==> config.mk <==
export PLATFORM = sky130hd
export DESIGN_NAME = sprite_mem_arb
export DESIGN_NICKNAME = d
export VERILOG_FILES = /design/src/rtl/sprite_mem_arb.sv
export SDC_FILE = /design/constraint.sdc
export NUM_CORES = 1
export LEC_CHECK = 0
export BUFFER_PORTS_ARGS = -buffer_cell sky130_fd_sc_hd__buf_2
export CAP_MARGIN = 20
export CORE_MARGIN = 4
export CORE_UTILIZATION = 38
export CTS_BUF_LIST = sky130_fd_sc_hd__clkbuf_4
export DETAILED_ROUTE_END_ITERATION = 8
export PLACE_DENSITY = 0.9
export SETUP_SLACK_MARGIN = 0.02
export SLEW_MARGIN = 20
export SYNTH_ARGS = -nofsm -noshare
export SYNTH_HDL_FRONTEND = slang
export SYNTH_SLANG_ARGS = --single-unit
==> constraint.sdc <==
create_clock -name clk -period 1.2 [get_ports clk]
set_input_delay 0.18 -clock clk [delete_from_list [all_inputs] [get_ports clk]]
set_output_delay 0.18 -clock clk [all_outputs]
set_load 0.01 [all_outputs]
==> src/rtl/sprite_mem_arb.sv <==
// Sprite attribute memory arbiter.
// Shares one single-port block RAM between the CPU EX stage and the sprite
// render engine, builds {sprite, attr} addresses, stalls the CPU while it is
// waiting, and runs the multi-cycle CLEAR action as a burst of zero writes.
module sprite_mem_arb #(
  parameter int SPR_AW   = 8,
  parameter int ATTR_W   = 4,
  parameter int DATA_W   = 14,
  parameter int CLR_LAST = 14
) (
  input  logic                     clk,
  input  logic                     rst,
  input  logic                     cpu_re,
  input  logic                     cpu_we,
  input  logic [SPR_AW-1:0]        cpu_sprite_addr,
  input  logic [ATTR_W-1:0]        cpu_action,
  input  logic [DATA_W-1:0]        cpu_wdata,
  output logic                     cpu_stall,
  output logic                     cpu_rvalid,
  output logic [31:0]              cpu_rdata,
  input  logic                     rnd_req,
  input  logic [SPR_AW+ATTR_W-1:0] rnd_addr,
  output logic                     rnd_gnt,
  output logic                     rnd_rvalid,
  output logic [DATA_W-1:0]        rnd_rdata,
  output logic                     mem_en,
  output logic                     mem_we,
  output logic [SPR_AW+ATTR_W-1:0] mem_addr,
  output logic [DATA_W-1:0]        mem_wdata,
  input  logic [DATA_W-1:0]        mem_rdata
);

  localparam int AW = SPR_AW + ATTR_W;
  localparam logic [ATTR_W-1:0] ACT_CLR = '1;
  localparam logic [ATTR_W-1:0] CLR_END = ATTR_W'(CLR_LAST);

  typedef enum logic {
    S_IDLE  = 1'b0,
    S_CLEAR = 1'b1
  } state_t;

  state_t              r_state;
  logic                r_last_cpu;   // 1: CPU held the most recent grant
  logic [ATTR_W-1:0]   r_clr_cnt;
  logic                r_vld_cpu_p1;
  logic                r_zero_p1;    // pending CPU read was a CLEAR-slot read
  logic                r_vld_rnd_p1;
  logic [31:0]         r_cpu_rdata;

  logic                w_cpu_req;
  logic                w_cpu_win;
  logic                w_rnd_win;
  logic                w_cpu_rd;
  logic                w_clr_start;
  logic                w_en;
  logic                w_we;
  logic [AW-1:0]       w_addr;
  logic [DATA_W-1:0]   w_wdata;
  logic                w_stall;
  logic [31:0]         w_cpu_rdata_now;

  // Arbitration and memory command for the current cycle (all quiet in reset)
  always_comb begin
    w_cpu_req   = cpu_re | cpu_we;
    w_cpu_win   = 1'b0;
    w_rnd_win   = 1'b0;
    w_cpu_rd    = 1'b0;
    w_clr_start = 1'b0;
    w_en        = 1'b0;
    w_we        = 1'b0;
    w_addr      = '0;
    w_wdata     = '0;
    w_stall     = 1'b0;
    if (!rst) begin
      case (r_state)
        S_IDLE: begin
          // On a tie the requester that did not win last time gets the slot
          w_cpu_win = w_cpu_req & (~rnd_req | ~r_last_cpu);
          w_rnd_win = rnd_req & ~w_cpu_win;
          if (w_cpu_win) begin
            if (cpu_we) begin
              w_en = 1'b1;
              w_we = 1'b1;
              if (cpu_action == ACT_CLR) begin
                // First CLEAR write goes out in the grant cycle itself
                w_addr      = {cpu_sprite_addr, {ATTR_W{1'b0}}};
                w_stall     = 1'b1;
                w_clr_start = 1'b1;
              end else begin
                w_addr  = {cpu_sprite_addr, cpu_action};
                w_wdata = cpu_wdata;
              end
            end else begin
              // A read of the CLEAR slot touches no memory but still answers
              w_cpu_rd = 1'b1;
              if (cpu_action != ACT_CLR) begin
                w_en   = 1'b1;
                w_addr = {cpu_sprite_addr, cpu_action};
              end
            end
          end else if (w_rnd_win) begin
            w_en    = 1'b1;
            w_addr  = rnd_addr;
            w_stall = w_cpu_req;
          end
        end
        S_CLEAR: begin
          w_en    = 1'b1;
          w_we    = 1'b1;
          w_addr  = {cpu_sprite_addr, r_clr_cnt};
          w_stall = (r_clr_cnt != CLR_END);
        end
        default: ;
      endcase
    end
  end

  // Control FSM: grant history and CLEAR sequencing
  always_ff @(posedge clk) begin
    if (rst) begin
      r_state    <= S_IDLE;
      r_last_cpu <= 1'b1;
      r_clr_cnt  <= '0;
    end else begin
      case (r_state)
        S_IDLE: begin
          if (w_cpu_win) r_last_cpu <= 1'b1;
          if (w_rnd_win) r_last_cpu <= 1'b0;
          if (w_clr_start) begin
            r_state   <= S_CLEAR;
            r_clr_cnt <= ATTR_W'(1);
          end
        end
        S_CLEAR: begin
          if (r_clr_cnt == CLR_END) begin
            r_state   <= S_IDLE;
            r_clr_cnt <= '0;
          end else begin
            r_clr_cnt <= r_clr_cnt + ATTR_W'(1);
          end
        end
        default: r_state <= S_IDLE;
      endcase
    end
  end

  // ---- stage p0 -> p1: read issued, data returns from RAM next cycle ----
  assign w_cpu_rdata_now = r_zero_p1 ? 32'd0 : {{(32-DATA_W){1'b0}}, mem_rdata};

  // Track which port owns the read in flight and hold the last CPU read value
  always_ff @(posedge clk) begin
    if (rst) begin
      r_vld_cpu_p1 <= 1'b0;
      r_zero_p1    <= 1'b0;
      r_vld_rnd_p1 <= 1'b0;
      r_cpu_rdata  <= '0;
    end else begin
      r_vld_cpu_p1 <= w_cpu_rd;
      r_zero_p1    <= w_cpu_rd & (cpu_action == ACT_CLR);
      r_vld_rnd_p1 <= w_rnd_win;
      if (r_vld_cpu_p1) r_cpu_rdata <= w_cpu_rdata_now;
    end
  end

  assign mem_en     = w_en;
  assign mem_we     = w_we;
  assign mem_addr   = w_addr;
  assign mem_wdata  = w_wdata;
  assign cpu_stall  = w_stall;
  assign rnd_gnt    = w_rnd_win;
  assign cpu_rvalid = r_vld_cpu_p1 & ~rst;
  assign cpu_rdata  = rst ? 32'd0 : (r_vld_cpu_p1 ? w_cpu_rdata_now : r_cpu_rdata);
  assign rnd_rvalid = r_vld_rnd_p1 & ~rst;
  assign rnd_rdata  = rnd_rvalid ? mem_rdata : '0;

endmodule
# Word level (Yosys, flattened, before mapping)
# Cells that the tools add are included.
# totals
ff_bits	41
in_bits	57
elab_cells	78
# classes
n_addsub	1
n_eq_ne	5
mux	51
bitwise	12
reduce_logical	2
# op_table
cell	count
14-bit 2-to-1 mux	7
32-bit 2-to-1 mux	2
12-bit 2-to-1 mux	5
1-bit 2-to-1 mux	28
12-bit one-hot mux with 2 select lines	1
4-bit 2-to-1 mux	3
4-bit == test, second input constant	2
4-bit inequality test, second input constant	2
1-bit one-hot mux with 2 select lines	4
4-bit one-hot mux with 2 select lines	1
1-bit AND	5
1-bit NOT	5
4-bit by 1-bit adder with 4-bit output, second input constant	1
2-bit inequality test, second input constant	1
1-bit bitwise OR	2
2-bit AND reduction	1
2-bit nonzero test	1

# Longest topological paths before layout
# logic_depth
word_depth	9
depth_mapped	5
mapped_depth_nobuf	5

# Worst setup path before layout
# Ideal clock, no wire load.
# synth_path
path_kind	flip-flop to output port
startpoint	reg r_vld_cpu_p1
endpoint	out cpu_rdata[10]
arrival_time_ps	1237
required_time_ps	1020
slack_ps	-217
path_stages_with_launch	5
path_buffers	1
cell_sequence	dfxtp_1 > nor2b_1 > nor2b_1 > buf_2 > a22o_1
# synth_between
elab_chain_len	2
# synth_lines
element	line	text
start: declaration	45	logic r_vld_cpu_p1;
start signal: assignment	158	r_vld_cpu_p1 <= w_cpu_rd;
32-bit 2-to-1 mux (2 in series)	--	
end: declaration	20	output logic [31:0] cpu_rdata,
# No other way between the ends.

# Final worst setup path
# layout_path
startpoint	reg r_last_cpu
endpoint	out mem_addr[0]
# layout_between
elab_chain_len	9
# layout_lines
element	line	text
start: declaration	43	logic r_last_cpu;
start signal: assignment	122	r_last_cpu <= 1'b1;
start signal: assignment	127	if (w_cpu_win) r_last_cpu <= 1'b1;
start signal: assignment	128	if (w_rnd_win) r_last_cpu <= 1'b0;
1-bit NOT (*)	78	w_cpu_win = w_cpu_req & (~rnd_req | ~r_last_cpu);
1-bit bitwise OR (*)	78	
1-bit AND (*)	78	
1-bit NOT	79	w_rnd_win = rnd_req & ~w_cpu_win;
1-bit AND	79	
12-bit 2-to-1 mux	101	end else if (w_rnd_win) begin
12-bit 2-to-1 mux (*)	80	if (w_cpu_win) begin
12-bit one-hot mux with 2 select lines (*)	75	case (r_state)
12-bit 2-to-1 mux (*)	74	if (!rst) begin
end: declaration	28	output logic [SPR_AW+ATTR_W-1:0] mem_addr,
# Every way passes the cells marked *; elsewhere a longest branch is shown, timed or not.

==> qor.csv <==
metric,value,unit
Top Ports,135,
"EDFF count, synth",0,
"Cell Area, Synth",1910,sq um
largest net degree at the start of global routing,33,
Total Wirelength,6770,microns
Initial DRC Count,28,
Starting Density,0.399,
fillcell total,359,
die area,6220,sq um
leading area contributor after synthesis,dfxtp_1,
CP Capture Type,primary output,
Slew Limit Fails,0,
Antenna Violating Nets Remaining,0,
Mapped Cells,206,
RSZ-0062 raised after global routing,true,
Placed Instances,426,
minimum clock period,1.76,ns
Remaining DRCs,0,
#FFs+latches synth,41,
row count,25,
Rel. slew slack,0.805,
final setup fails,78,
Num CTS Buffers,5,
clock slew at reported path FFs,0.11,ns
CTS root buffer,clkbuf_4,
measured slew at the worst slew-check pin,0.288,ns
Post-DP Area,2980,sq um
Final Hold Viols,0,
I/O Buffers,134,
CP arrival,1.58,ns
Total Power,2.72,mW
crit path kind,flip-flop to primary output,
"slowest stage delay, CP",0.39,ns
cells along the critical path,o21bai_4 > and2_4 > a221o_1 > buf_2,
clk_lat worst skew,0.34,ns
LEAKAGE,1.71,nW
top cell type's share of synthesized area,0.430,
grt ovf,0,
CTS tree,done,
"Avg Cell Area, Syn",9.27,sq um
violated checks,negative setup slack,
WP data required,1.02,ns
"count leader, synth",and2_1,
vias,2283,
Syn Nets,265,
DR WL/cell,15.0,microns
clk buf depth,2,
async set-or-reset flop fraction in the synthesized netlist,0,
clk sinks,41,
Final nets,441,
fin util,0.699,
vias per cell,5.07,
Slowest cell on crit path,dfxtp_4,
Global Route Usage Sum,0.210,
global-route wire length before repair,10500,microns
share of layout cells above drive strength 1,0.606,
Post-synth top cells,"and2_1, dfxtp_1, a22o_1, nand2_1, nand3_1",
H-tree depth,2,
pwr dens,813,nW/um^2
setup ws final,-0.556,ns
Synth cell types,35,
"Non-Filler Cell Area, Final",3350,sq um
drt first pass iters,4,
Setup Skew,0.00174,ns
Syn. warnings,0,
outcome,finished with violations,
final cell count without fillers,450,
Die X-Extent,78.9,microns
Die Height,78.9,microns
antenna violations before repair,0,
area grow syn2layout,75.3,%
sequential share of the synthesized area,0.430,
HP Class,primary input to flip-flop,
setup TNS,-30.69,ns
largest fanout on the critical path,6,
core region area,4790,sq um
# diodes,0,
hpwl dp,4980,microns
number of global-route vias before repair,2336,
max-cap violations,0,
GPL Wtd Cong,0.871,
period utilisation layout,1.46,
leading register cell type out of synthesis,dfxtp_1,
Startpoint Class,flip-flop,
Worst VDD drop,0.356,mV
fmax,570,MHz
Area contributors post-synth,"dfxtp_1, and2_1, a22o_1, a32oi_1, o2111ai_1",
-- cells in the final DEF (no fill, tap or decap), drive strengths merged, types with 2 or more instances in the layout --
master and count:
buf 183, and2 50, dfxtp 41, a22o 14, nand2 13, nand3 9, o2111ai 8, a32oi 8
clkbuf 5, inv 5, nor2b 5, nor2 4, nand4 3, a31oi 3, a21oi 3, clkinv 3
o21ai 3, and4 2, a221oi 2, a311oi 2, o211ai 2, ha 2
-- cell families after synthesis --
kind of cell	after synthesis	synth area share
flops	41	0.430
compound gates	52	0.223
fa+ha+maj	2	0.0131
simple gates	91	0.286
buf+inv	20	0.0478
-- critical path: cells and delay by family (launching register included) --
family / cells / cell delay, ns
buffers and inverters: 1 / 0.15
and+or+nand+nor: 1 / 0.17
AOI/OAI and AO/OA: 2 / 0.53
DFF: 1 / 0.39
-- repair_timing --
action	CTS	global route
gates resized for setup	31	15
hold buffers	0	0
setup buffers	10	9
endpoints found under the setup margin	80	86
cloned	1	1
pin swaps	18	12
-- report_power, final --
part	leakage, nW	internal [mW]	switching (mW)
registers	0.333	1.38	0.0138
clock network	0.0310	0.221	0.429
logic	1.35	0.354	0.323
total	1.71	1.95	0.765
-- area by class of cell --
type | instances | area (sq um) | area share
inverter | 6 | 22.5 | 0.00673
sequential | 41 | 831 | 0.248
clock inverter | 3 | 17.5 | 0.00523
clock buffer | 5 | 37.5 | 0.0112
timing repair buffer | 183 | 1190 | 0.355
multi-input combinational | 145 | 1170 | 0.348
tap | 67 | 83.8 | 0.0250
-- sequential cells by signal, indices dropped and copies added, names as in the netlist --
signal / flops
r_cpu_rdata: 32
r_clr_cnt: 4
r_vld_cpu_p1: 1
r_state: 1
r_last_cpu: 1
r_zero_p1: 1
r_vld_rnd_p1: 1
-- through the flow --
stage	hold WS, ns	setup slack [ns]
2_1_floorplan	0.384	-0.0516
3_3_place_gp	0.426	-0.234
3_5_place_dp	0.430	-0.256
4_1_cts	0.0622	-0.571
5_1_grt	0.0666	-0.664
6_report	0.0825	-0.556
-- worst paths after layout --
check / from / endpoint / slack, ns / cells after the start
min reg2reg: r_cpu_rdata[23] / r_cpu_rdata[23] / 0.46 / 1
max: r_last_cpu / mem_addr[0] / -0.56 / 4
max reg2reg: r_vld_cpu_p1 / r_cpu_rdata[9] / 0.01 / 5
min: mem_rdata[3] / r_cpu_rdata[3] / 0.08 / 2
-- metal layers --
layer | vias to the layer above | global-route usage | share of wire
li1 | 1107 | - | -
met1 | 1040 | 0.214 | 0.37
met2 | 118 | 0.399 | 0.51
met3 | 18 | 0.0556 | 0.090
met4 | 0 | 0.0893 | 0.026
met5 | - | 0 | 0
Note: power is estimated with default switching activity, not from simulation.
